[src/rtl/image_link_pkg.sv]
// Constants and types shared by both ends of the camera-image UART link.
// Both the sender and the receiver import this so the wire format cannot drift.
package image_link_pkg;

    localparam logic [11:0] START_WORD             = 12'h00A;
    localparam int          DEFAULT_NUM_PIXELS     = 76800;
    localparam int          DEFAULT_BAUD_RATE      = 115200;
    localparam int          DEFAULT_CLK_FREQ       = 50_000_000;
    localparam int          DEFAULT_TIMEOUT_CYCLES = 250_000;
    localparam int          ADDR_W                 = 17;

    typedef logic [11:0]       pixel_t;
    typedef logic [ADDR_W-1:0] addr_t;

    typedef enum logic [1:0] {
        HUNT,
        PIX_HI,
        PIX_LO
    } rx_state_t;

    // Each 12-bit word travels high byte first; the high byte carries only the top nibble.
    function automatic logic [7:0] word_hi_byte(input pixel_t w);
        return {4'h0, w[11:8]};
    endfunction

    function automatic logic [7:0] word_lo_byte(input pixel_t w);
        return w[7:0];
    endfunction

endpackage

[src/rtl/uart_rx.sv]
// 8N1 UART receiver: 2-FF synchroniser, mid-bit sampling, start-glitch rejection.
// Latency: rx_valid/rx_ferr one cycle after the mid-stop-bit sample; no backpressure.
// Backpressure: none, the consumer must take every rx_valid pulse.
module uart_rx #(
    parameter int CLKS_PER_BIT = 434
) (
    input  logic       clk,
    input  logic       rst_n,
    input  logic       rx,
    output logic [7:0] rx_data,
    output logic       rx_valid,
    output logic       rx_ferr
);

    localparam int             CNT_W     = $clog2(CLKS_PER_BIT + 1);
    localparam logic [CNT_W-1:0] HALF_LAST = CNT_W'(CLKS_PER_BIT / 2 - 1);
    localparam logic [CNT_W-1:0] BIT_LAST  = CNT_W'(CLKS_PER_BIT - 1);

    typedef enum logic [1:0] {
        RX_IDLE,
        RX_START,
        RX_DATA,
        RX_STOP
    } uart_state_t;

    uart_state_t      state, state_nxt;
    logic [1:0]       sync_q;
    logic             rx_s;
    logic             rx_prev;
    logic [CNT_W-1:0] cnt, cnt_nxt;
    logic [2:0]       bit_idx, bit_idx_nxt;
    logic [7:0]       shreg, shreg_nxt;
    logic [7:0]       data_nxt;
    logic             valid_nxt;
    logic             ferr_nxt;

    assign rx_s = sync_q[1];

    // Synchroniser resets to the idle level so reset release never looks like a start edge.
    always_ff @(posedge clk or negedge rst_n) begin
        if (!rst_n) begin
            sync_q  <= 2'b11;
            rx_prev <= 1'b1;
        end else begin
            sync_q  <= {sync_q[0], rx};
            rx_prev <= rx_s;
        end
    end

    always_ff @(posedge clk or negedge rst_n) begin
        if (!rst_n) begin
            state    <= RX_IDLE;
            cnt      <= '0;
            bit_idx  <= '0;
            shreg    <= '0;
            rx_data  <= '0;
            rx_valid <= 1'b0;
            rx_ferr  <= 1'b0;
        end else begin
            state    <= state_nxt;
            cnt      <= cnt_nxt;
            bit_idx  <= bit_idx_nxt;
            shreg    <= shreg_nxt;
            rx_data  <= data_nxt;
            rx_valid <= valid_nxt;
            rx_ferr  <= ferr_nxt;
        end
    end

    always_comb begin
        state_nxt   = state;
        cnt_nxt     = cnt;
        bit_idx_nxt = bit_idx;
        shreg_nxt   = shreg;
        data_nxt    = rx_data;
        valid_nxt   = 1'b0;
        ferr_nxt    = 1'b0;
        case (state)
            RX_IDLE: begin
                if (rx_prev && !rx_s) begin
                    state_nxt = RX_START;
                    cnt_nxt   = '0;
                end
            end
            RX_START: begin
                if (cnt == HALF_LAST) begin
                    cnt_nxt     = '0;
                    bit_idx_nxt = '0;
                    state_nxt   = rx_s ? RX_IDLE : RX_DATA;
                end else begin
                    cnt_nxt = cnt + 1'b1;
                end
            end
            RX_DATA: begin
                if (cnt == BIT_LAST) begin
                    cnt_nxt     = '0;
                    shreg_nxt   = {rx_s, shreg[7:1]};
                    bit_idx_nxt = bit_idx + 1'b1;
                    if (bit_idx == 3'd7) begin
                        state_nxt = RX_STOP;
                    end
                end else begin
                    cnt_nxt = cnt + 1'b1;
                end
            end
            RX_STOP: begin
                if (cnt == BIT_LAST) begin
                    cnt_nxt   = '0;
                    state_nxt = RX_IDLE;
                    if (rx_s) begin
                        valid_nxt = 1'b1;
                        data_nxt  = shreg;
                    end else begin
                        ferr_nxt = 1'b1;
                    end
                end else begin
                    cnt_nxt = cnt + 1'b1;
                end
            end
            default: state_nxt = RX_IDLE;
        endcase
    end

endmodule

[src/rtl/image_receiver.sv]
// UART image receiver: hunts for the start word, reassembles 12-bit pixels, strobes frame-buffer writes.
// Latency: write/done strobes one cycle after the low byte's rx_valid; frame_error one cycle after the cause.
// Backpressure: none, the frame buffer must accept every wr_en cycle.
module image_receiver
    import image_link_pkg::*;
#(
    parameter int CLK_FREQ       = DEFAULT_CLK_FREQ,
    parameter int BAUD_RATE      = DEFAULT_BAUD_RATE,
    parameter int NUM_PIXELS     = DEFAULT_NUM_PIXELS,
    parameter int TIMEOUT_CYCLES = DEFAULT_TIMEOUT_CYCLES
) (
    input  logic              clk,
    input  logic              rst_n,
    input  logic              uart_in,
    output logic              wr_en,
    output logic [ADDR_W-1:0] wr_address,
    output logic [11:0]       wr_data,
    output logic              frame_done,
    output logic              frame_error,
    output logic              busy
);

    localparam int          CLKS_PER_BIT = CLK_FREQ / BAUD_RATE;
    localparam int          TO_W         = $clog2(TIMEOUT_CYCLES + 1);
    localparam logic [TO_W-1:0] TO_LAST  = TO_W'(TIMEOUT_CYCLES - 1);
    localparam addr_t       LAST_ADDR    = ADDR_W'(NUM_PIXELS - 1);
    localparam logic [7:0]  START_HI     = word_hi_byte(START_WORD);
    localparam logic [7:0]  START_LO     = word_lo_byte(START_WORD);

    logic [7:0]      rx_data;
    logic            rx_valid;
    logic            rx_ferr;

    rx_state_t       state, state_nxt;
    addr_t           pix_cnt, pix_cnt_nxt;
    logic [3:0]      nibble, nibble_nxt;
    logic            hunt_hi, hunt_hi_nxt;
    logic [TO_W-1:0] idle_cnt, idle_cnt_nxt;
    logic            abort;
    logic            wr_en_nxt;
    addr_t           wr_address_nxt;
    pixel_t          wr_data_nxt;
    logic            frame_done_nxt;
    logic            frame_error_nxt;
    logic            busy_nxt;

    uart_rx #(
        .CLKS_PER_BIT(CLKS_PER_BIT)
    ) u_rx (
        .clk     (clk),
        .rst_n   (rst_n),
        .rx      (uart_in),
        .rx_data (rx_data),
        .rx_valid(rx_valid),
        .rx_ferr (rx_ferr)
    );

    always_ff @(posedge clk or negedge rst_n) begin
        if (!rst_n) begin
            state       <= HUNT;
            pix_cnt     <= '0;
            nibble      <= '0;
            hunt_hi     <= 1'b0;
            idle_cnt    <= '0;
            wr_en       <= 1'b0;
            wr_address  <= '0;
            wr_data     <= '0;
            frame_done  <= 1'b0;
            frame_error <= 1'b0;
            busy        <= 1'b0;
        end else begin
            state       <= state_nxt;
            pix_cnt     <= pix_cnt_nxt;
            nibble      <= nibble_nxt;
            hunt_hi     <= hunt_hi_nxt;
            idle_cnt    <= idle_cnt_nxt;
            wr_en       <= wr_en_nxt;
            wr_address  <= wr_address_nxt;
            wr_data     <= wr_data_nxt;
            frame_done  <= frame_done_nxt;
            frame_error <= frame_error_nxt;
            busy        <= busy_nxt;
        end
    end

    always_comb begin
        state_nxt       = state;
        pix_cnt_nxt     = pix_cnt;
        nibble_nxt      = nibble;
        hunt_hi_nxt     = hunt_hi;
        idle_cnt_nxt    = idle_cnt;
        abort           = 1'b0;
        wr_en_nxt       = 1'b0;
        wr_address_nxt  = wr_address;
        wr_data_nxt     = wr_data;
        frame_done_nxt  = 1'b0;
        frame_error_nxt = 1'b0;
        busy_nxt        = busy;

        // Idle timer only runs inside a frame; any received byte restarts it.
        if (state != HUNT) begin
            if (rx_valid) begin
                idle_cnt_nxt = '0;
            end else if (idle_cnt == TO_LAST) begin
                abort = 1'b1;
            end else begin
                idle_cnt_nxt = idle_cnt + 1'b1;
            end
        end

        case (state)
            HUNT: begin
                idle_cnt_nxt = '0;
                if (rx_ferr) begin
                    hunt_hi_nxt = 1'b0;
                end else if (rx_valid) begin
                    if (hunt_hi && rx_data == START_LO) begin
                        state_nxt   = PIX_HI;
                        pix_cnt_nxt = '0;
                        busy_nxt    = 1'b1;
                        hunt_hi_nxt = 1'b0;
                    end else begin
                        hunt_hi_nxt = (rx_data == START_HI);
                    end
                end
            end
            PIX_HI: begin
                if (rx_ferr) begin
                    abort = 1'b1;
                end else if (rx_valid) begin
                    if (rx_data[7:4] != 4'h0) begin
                        abort = 1'b1;
                    end else begin
                        nibble_nxt = rx_data[3:0];
                        state_nxt  = PIX_LO;
                    end
                end
            end
            PIX_LO: begin
                if (rx_ferr) begin
                    abort = 1'b1;
                end else if (rx_valid) begin
                    wr_en_nxt      = 1'b1;
                    wr_address_nxt = pix_cnt;
                    wr_data_nxt    = {nibble, rx_data};
                    if (pix_cnt == LAST_ADDR) begin
                        frame_done_nxt = 1'b1;
                        busy_nxt       = 1'b0;
                        state_nxt      = HUNT;
                    end else begin
                        pix_cnt_nxt = pix_cnt + 1'b1;
                        state_nxt   = PIX_HI;
                    end
                end
            end
            default: state_nxt = HUNT;
        endcase

        // Abort keeps already-written pixels; it only ends the frame.
        if (abort) begin
            state_nxt       = HUNT;
            frame_error_nxt = 1'b1;
            busy_nxt        = 1'b0;
            idle_cnt_nxt    = '0;
            hunt_hi_nxt     = 1'b0;
        end
    end

endmodule

[config.mk]
export PLATFORM = sky130hd
export DESIGN_NAME = image_receiver
export DESIGN_NICKNAME = d
export VERILOG_FILES = /design/src/rtl/image_link_pkg.sv /design/src/rtl/uart_rx.sv /design/src/rtl/image_receiver.sv
export SDC_FILE = /design/constraint.sdc
export NUM_CORES = 1
export LEC_CHECK = 0
export BUFFER_PORTS_ARGS = -buffer_cell sky130_fd_sc_hd__buf_4
export CORE_MARGIN = 2
export CORE_UTILIZATION = 40
export DETAILED_ROUTE_END_ITERATION = 10
export GPL_TIMING_DRIVEN = 0
export HOLD_SLACK_MARGIN = 0.08
export SYNTH_ARGS = -nofsm -noshare
export SYNTH_HDL_FRONTEND = slang
export SYNTH_SLANG_ARGS = --single-unit
[constraint.sdc]
create_clock -name clk -period 3.6 [get_ports clk]
set_input_delay 0.9 -clock clk [delete_from_list [all_inputs] [get_ports clk]]
set_output_delay 0.9 -clock clk [all_outputs]
set_load 0.01 [all_outputs]
==> flow_metrics.py <==
metrics = {
    "drt": {
        "dr.first_iter.drc_count": 153,
        "route.detailed.wl_per_inst_um": 13.9,
        "route.detailed.drc": 0,
        "residual_antenna_violating_net_count_after_detailed_routing": 0,
        "vias_per_cell": 5.24,
        "route.final.wire_length_mm": 10.3,
        "router_iterations_before_antenna_repair": 4,
        "dr_total_vias": 3864,
    },
    "synth": {
        "netlist_instances": 514,
        "synth_commonest_cells": "nand2_1 (112), dfrtp_1 (107), nor2_1 (35), nand3_1 (33)",
        "synth_fp_nets": 528,
        "synth.yosys.seq_area_share_pct": 53.9,
        "yosys_register_bits": 110,
        "most_frequent_cell_after_synthesis": "nand2_1",
        "synth.avg_cell_area_um2": 9.95,
        "yosys.area.top_type_share_pct": 52.4,
        "ys_async_sr_fraction_pct": 100,
        "ys_types": 58,
        "synthesis.area_mm2": 0.00511,
        "ys_warn_count": 0,
        "synth_ff_type": "dfrtp_1",
        "synth_area_leaders": "dfrtp_1 (52%), nand2_1 (8.2%), mux2_2 (4.6%)",
        "most_area_hungry_cell_type_in_the_yosys_netlist": "dfrtp_1",
        "edff_count_synth": 0,
    },
    "timing": {
        "timing.clock.skew_ns": 0.00697,
        "finalSetupViolCount": 0,
        "fin_hold_ws_ns": 0.359,
        "worst_slack_ns": 1.28,
        "timing.final.max_slew_violations": 0,
        "totalNegativeSetupSlack_ns": 0,
        "worst_pin_slew_ns": 0.697,
        "hold_viol_final": 0,
        "rsz0062_at_grt": "false",
        "achievable-frequency_mhz": 432,
        "min_period_over_period_pct": 64.3,
        "timing.max_slew.rel_slack_pct": 53.2,
        "post-route-min-period_ns": 2.32,
    },
    "place": {
        "dpl_worst_slack_ns": 1.26,
        "place_area_mm2": 0.00559,
        "hpwlAfterDp_mm": 7.02,
        "port_buffers": 35,
        "gp_routability_congestion": 0.842,
    },
    "floorplanning": {
        "floorplan.die_area_mm2": 0.0137,
        "floorplan.initialDensity_pct": 40.7,
        "die_x_um": 117,
        "rows": 41,
        "pin_count": 36,
        "core_area_mm2": 0.0126,
        "die_h_um": 117,
    },
    "clock_network": {
        "max-clock-path-buffers": 2,
        "clock_tree_from_tritoncts": "yes",
        "clk_lat_worst_skew_ns": 0.35,
        "inserted_clock_buffers": 9,
        "cts_max_level": 3,
        "root_buffer": "clkbuf_16",
        "post_cts.resized_instances": 0,
        "clock-sinks": 110,
        "worst_setup_hold_path_clk_slew_ns": 0.07,
        "cts_post_setup_buffers_inserted": 0,
        "cts_hold_buffers": 0,
    },
    "setup_path": {
        "cp_data_arrival_time_ns": 2.61,
        "critical_path_peak_fanout": 10,
        "cp-start-kind": "flop",
        "critical_path_class": "flop to flop",
        "worst_reg_to_reg_path_cell_count": 8,
        "endpoint_kind": "flop",
        "r2r_setup_slack_ns": 1.28,
        "cp.required_ns": 3.89,
    },
    "min_path": {
        "worst_hold_path.num_cells": 0,
        "min-delay-path-class": "flop to flop",
    },
    "power": {
        "design_power_total_mw": 2.62,
        "power_per_cell_area_mw_per_mm2": 440,
        "ir_drop_uv": 257,
        "cellLeakagePower_nw": 2.86,
    },
    "grt": {
        "track_usage_pct": 16.4,
        "global_route.overflow_total": 0,
        "number_of_antenna_violations_at_the_first_check_in_global_routing": 0,
        "grt_pass1_wl_mm": 17.8,
        "grt_max_degree": 111,
        "number_of_global_route_vias_before_repair": 3761,
    },
    "layout": {
        "finalInstanceArea_mm2": 0.00595,
        "flow.area_growth_from_synthesis_pct": 16.3,
        "final_net_count": 575,
        "inserted_diodes": 0,
        "final_layout_size_suffix_gt1_share_pct": 15.5,
    },
    "flow_run": {
        "maxCapViolations": 0,
    },
    "status": {
        "status": "complete, no violations",
    },
}
-- cells by family after synthesis --
| logic type | Yosys count | synth area share [%] |
|---|---|---|
| XOR/XNOR | 17 | 2.91 |
| multiplexers | 23 | 5.02 |
| adder cells (fa/ha/maj) | 11 | 2.69 |
| AO/OA/AOI/OAI | 77 | 9.93 |
| AND/OR/NAND/NOR | 241 | 22.2 |
| buffers and inverters | 35 | 3.30 |
| flip-flops | 110 | 53.9 |
-- power breakdown --
group	internal, mW	switching, mW
clock network	0.635	0.442
registers	1.28	0.0636
logic	0.0808	0.111
-- layout by cell type, fill, tap and decap left out, types with 3 or more instances in the layout --
cell type,netlist,layout
nand3_1,33,33
and3_1,8,8
or2_2,3,3
dfstp_2,3,3
nand2_1,112,112
ha_1,11,11
nor2_1,35,35
inv_1,17,17
nor4_1,5,5
nor3_1,6,6
or4_1,4,4
clkbuf_16,0,9
buf_4,0,34
nand4_1,9,9
or3_1,4,4
clkbuf_1,13,15
nor3b_1,4,4
o211ai_1,6,6
o21ai_0,21,21
mux2_2,21,21
dfrtp_1,107,107
a31oi_1,8,8
xor2_1,11,11
o311ai_0,5,5
nand2b_1,4,4
a21oi_1,18,18
xnor2_1,6,6
-- per-stage QoR --
| step | instances | utilization (%) |
|---|---|---|
| 2_1_floorplan | 514 | - |
| 3_3_place_gp | 721 | 44.5 |
| 3_5_place_dp | 721 | 44.5 |
| 4_1_cts | 737 | 47.1 |
| 5_1_grt | 738 | 47.3 |
| 6_report | 738 | 47.3 |
-- layout make-up --
cell class	count	area (um^2)
Buffer	18	105
Tap cell	172	215
Fill cell	1205	6620
Inverter	17	63.8
Multi-Input combinational cell	369	2190
Clock buffer	12	246
Timing Repair Buffer	36	294
Sequential cell	110	2760
Clock inverter	4	77.6
-- per-layer routing --
metal  track usage (%)  wire (um)  up-vias
li1                  -          -     1895
met1              22.1       4860     1900
met2              26.1       4930       59
met3              3.19        331       10
met4              6.90        163        0
met5                 0          0        -
-- registers in the layout, summed over array words and instances (netlist names), named ones only --
name           count
u_rx.bit_idx       3
wr_data           12
u_rx.shreg         8
idle_cnt          18
busy               1
frame_done         1
u_rx.sync_q        2
state              2
nibble             4
u_rx.state         1
u_rx.rx_ferr       1
u_rx.rx_prev       1
u_rx.rx_data       8
wr_address        17
wr_en              1
frame_error        1
u_rx.cnt           9
pix_cnt           17
hunt_hi            1
u_rx.rx_valid      1
-- worst max-delay path: stages (launching register included) --
cell and delay [ns]:
dfrtp_1 0.40, inv_1 0.11, ha_1 0.32, nand3b_2 0.23
inv_1 0.14, clkbuf_1 0.41, buf_1 0.44, nand2_1 0.13
nand2_1 0.08
-- path summary, 6_finish.rpt --
kind	startpoint	to
worst min-delay path	u_rx.sync_q[0]$_DFF_PN1_	u_rx.sync_q[1]$_DFF_PN1_
max in group asynchronous	rst_n	u_rx.rx_prev$_DFF_PN1_
worst max register to register	state[0]$_DFFE_PN0P_	wr_data[9]$_DFFE_PN0P_
worst max-delay path	state[0]$_DFFE_PN0P_	wr_data[9]$_DFFE_PN0P_
min in group asynchronous	rst_n	idle_cnt[8]$_DFFE_PN0P_
worst min register to register	u_rx.sync_q[0]$_DFF_PN1_	u_rx.sync_q[1]$_DFF_PN1_
(Power assumes the default switching activity.)
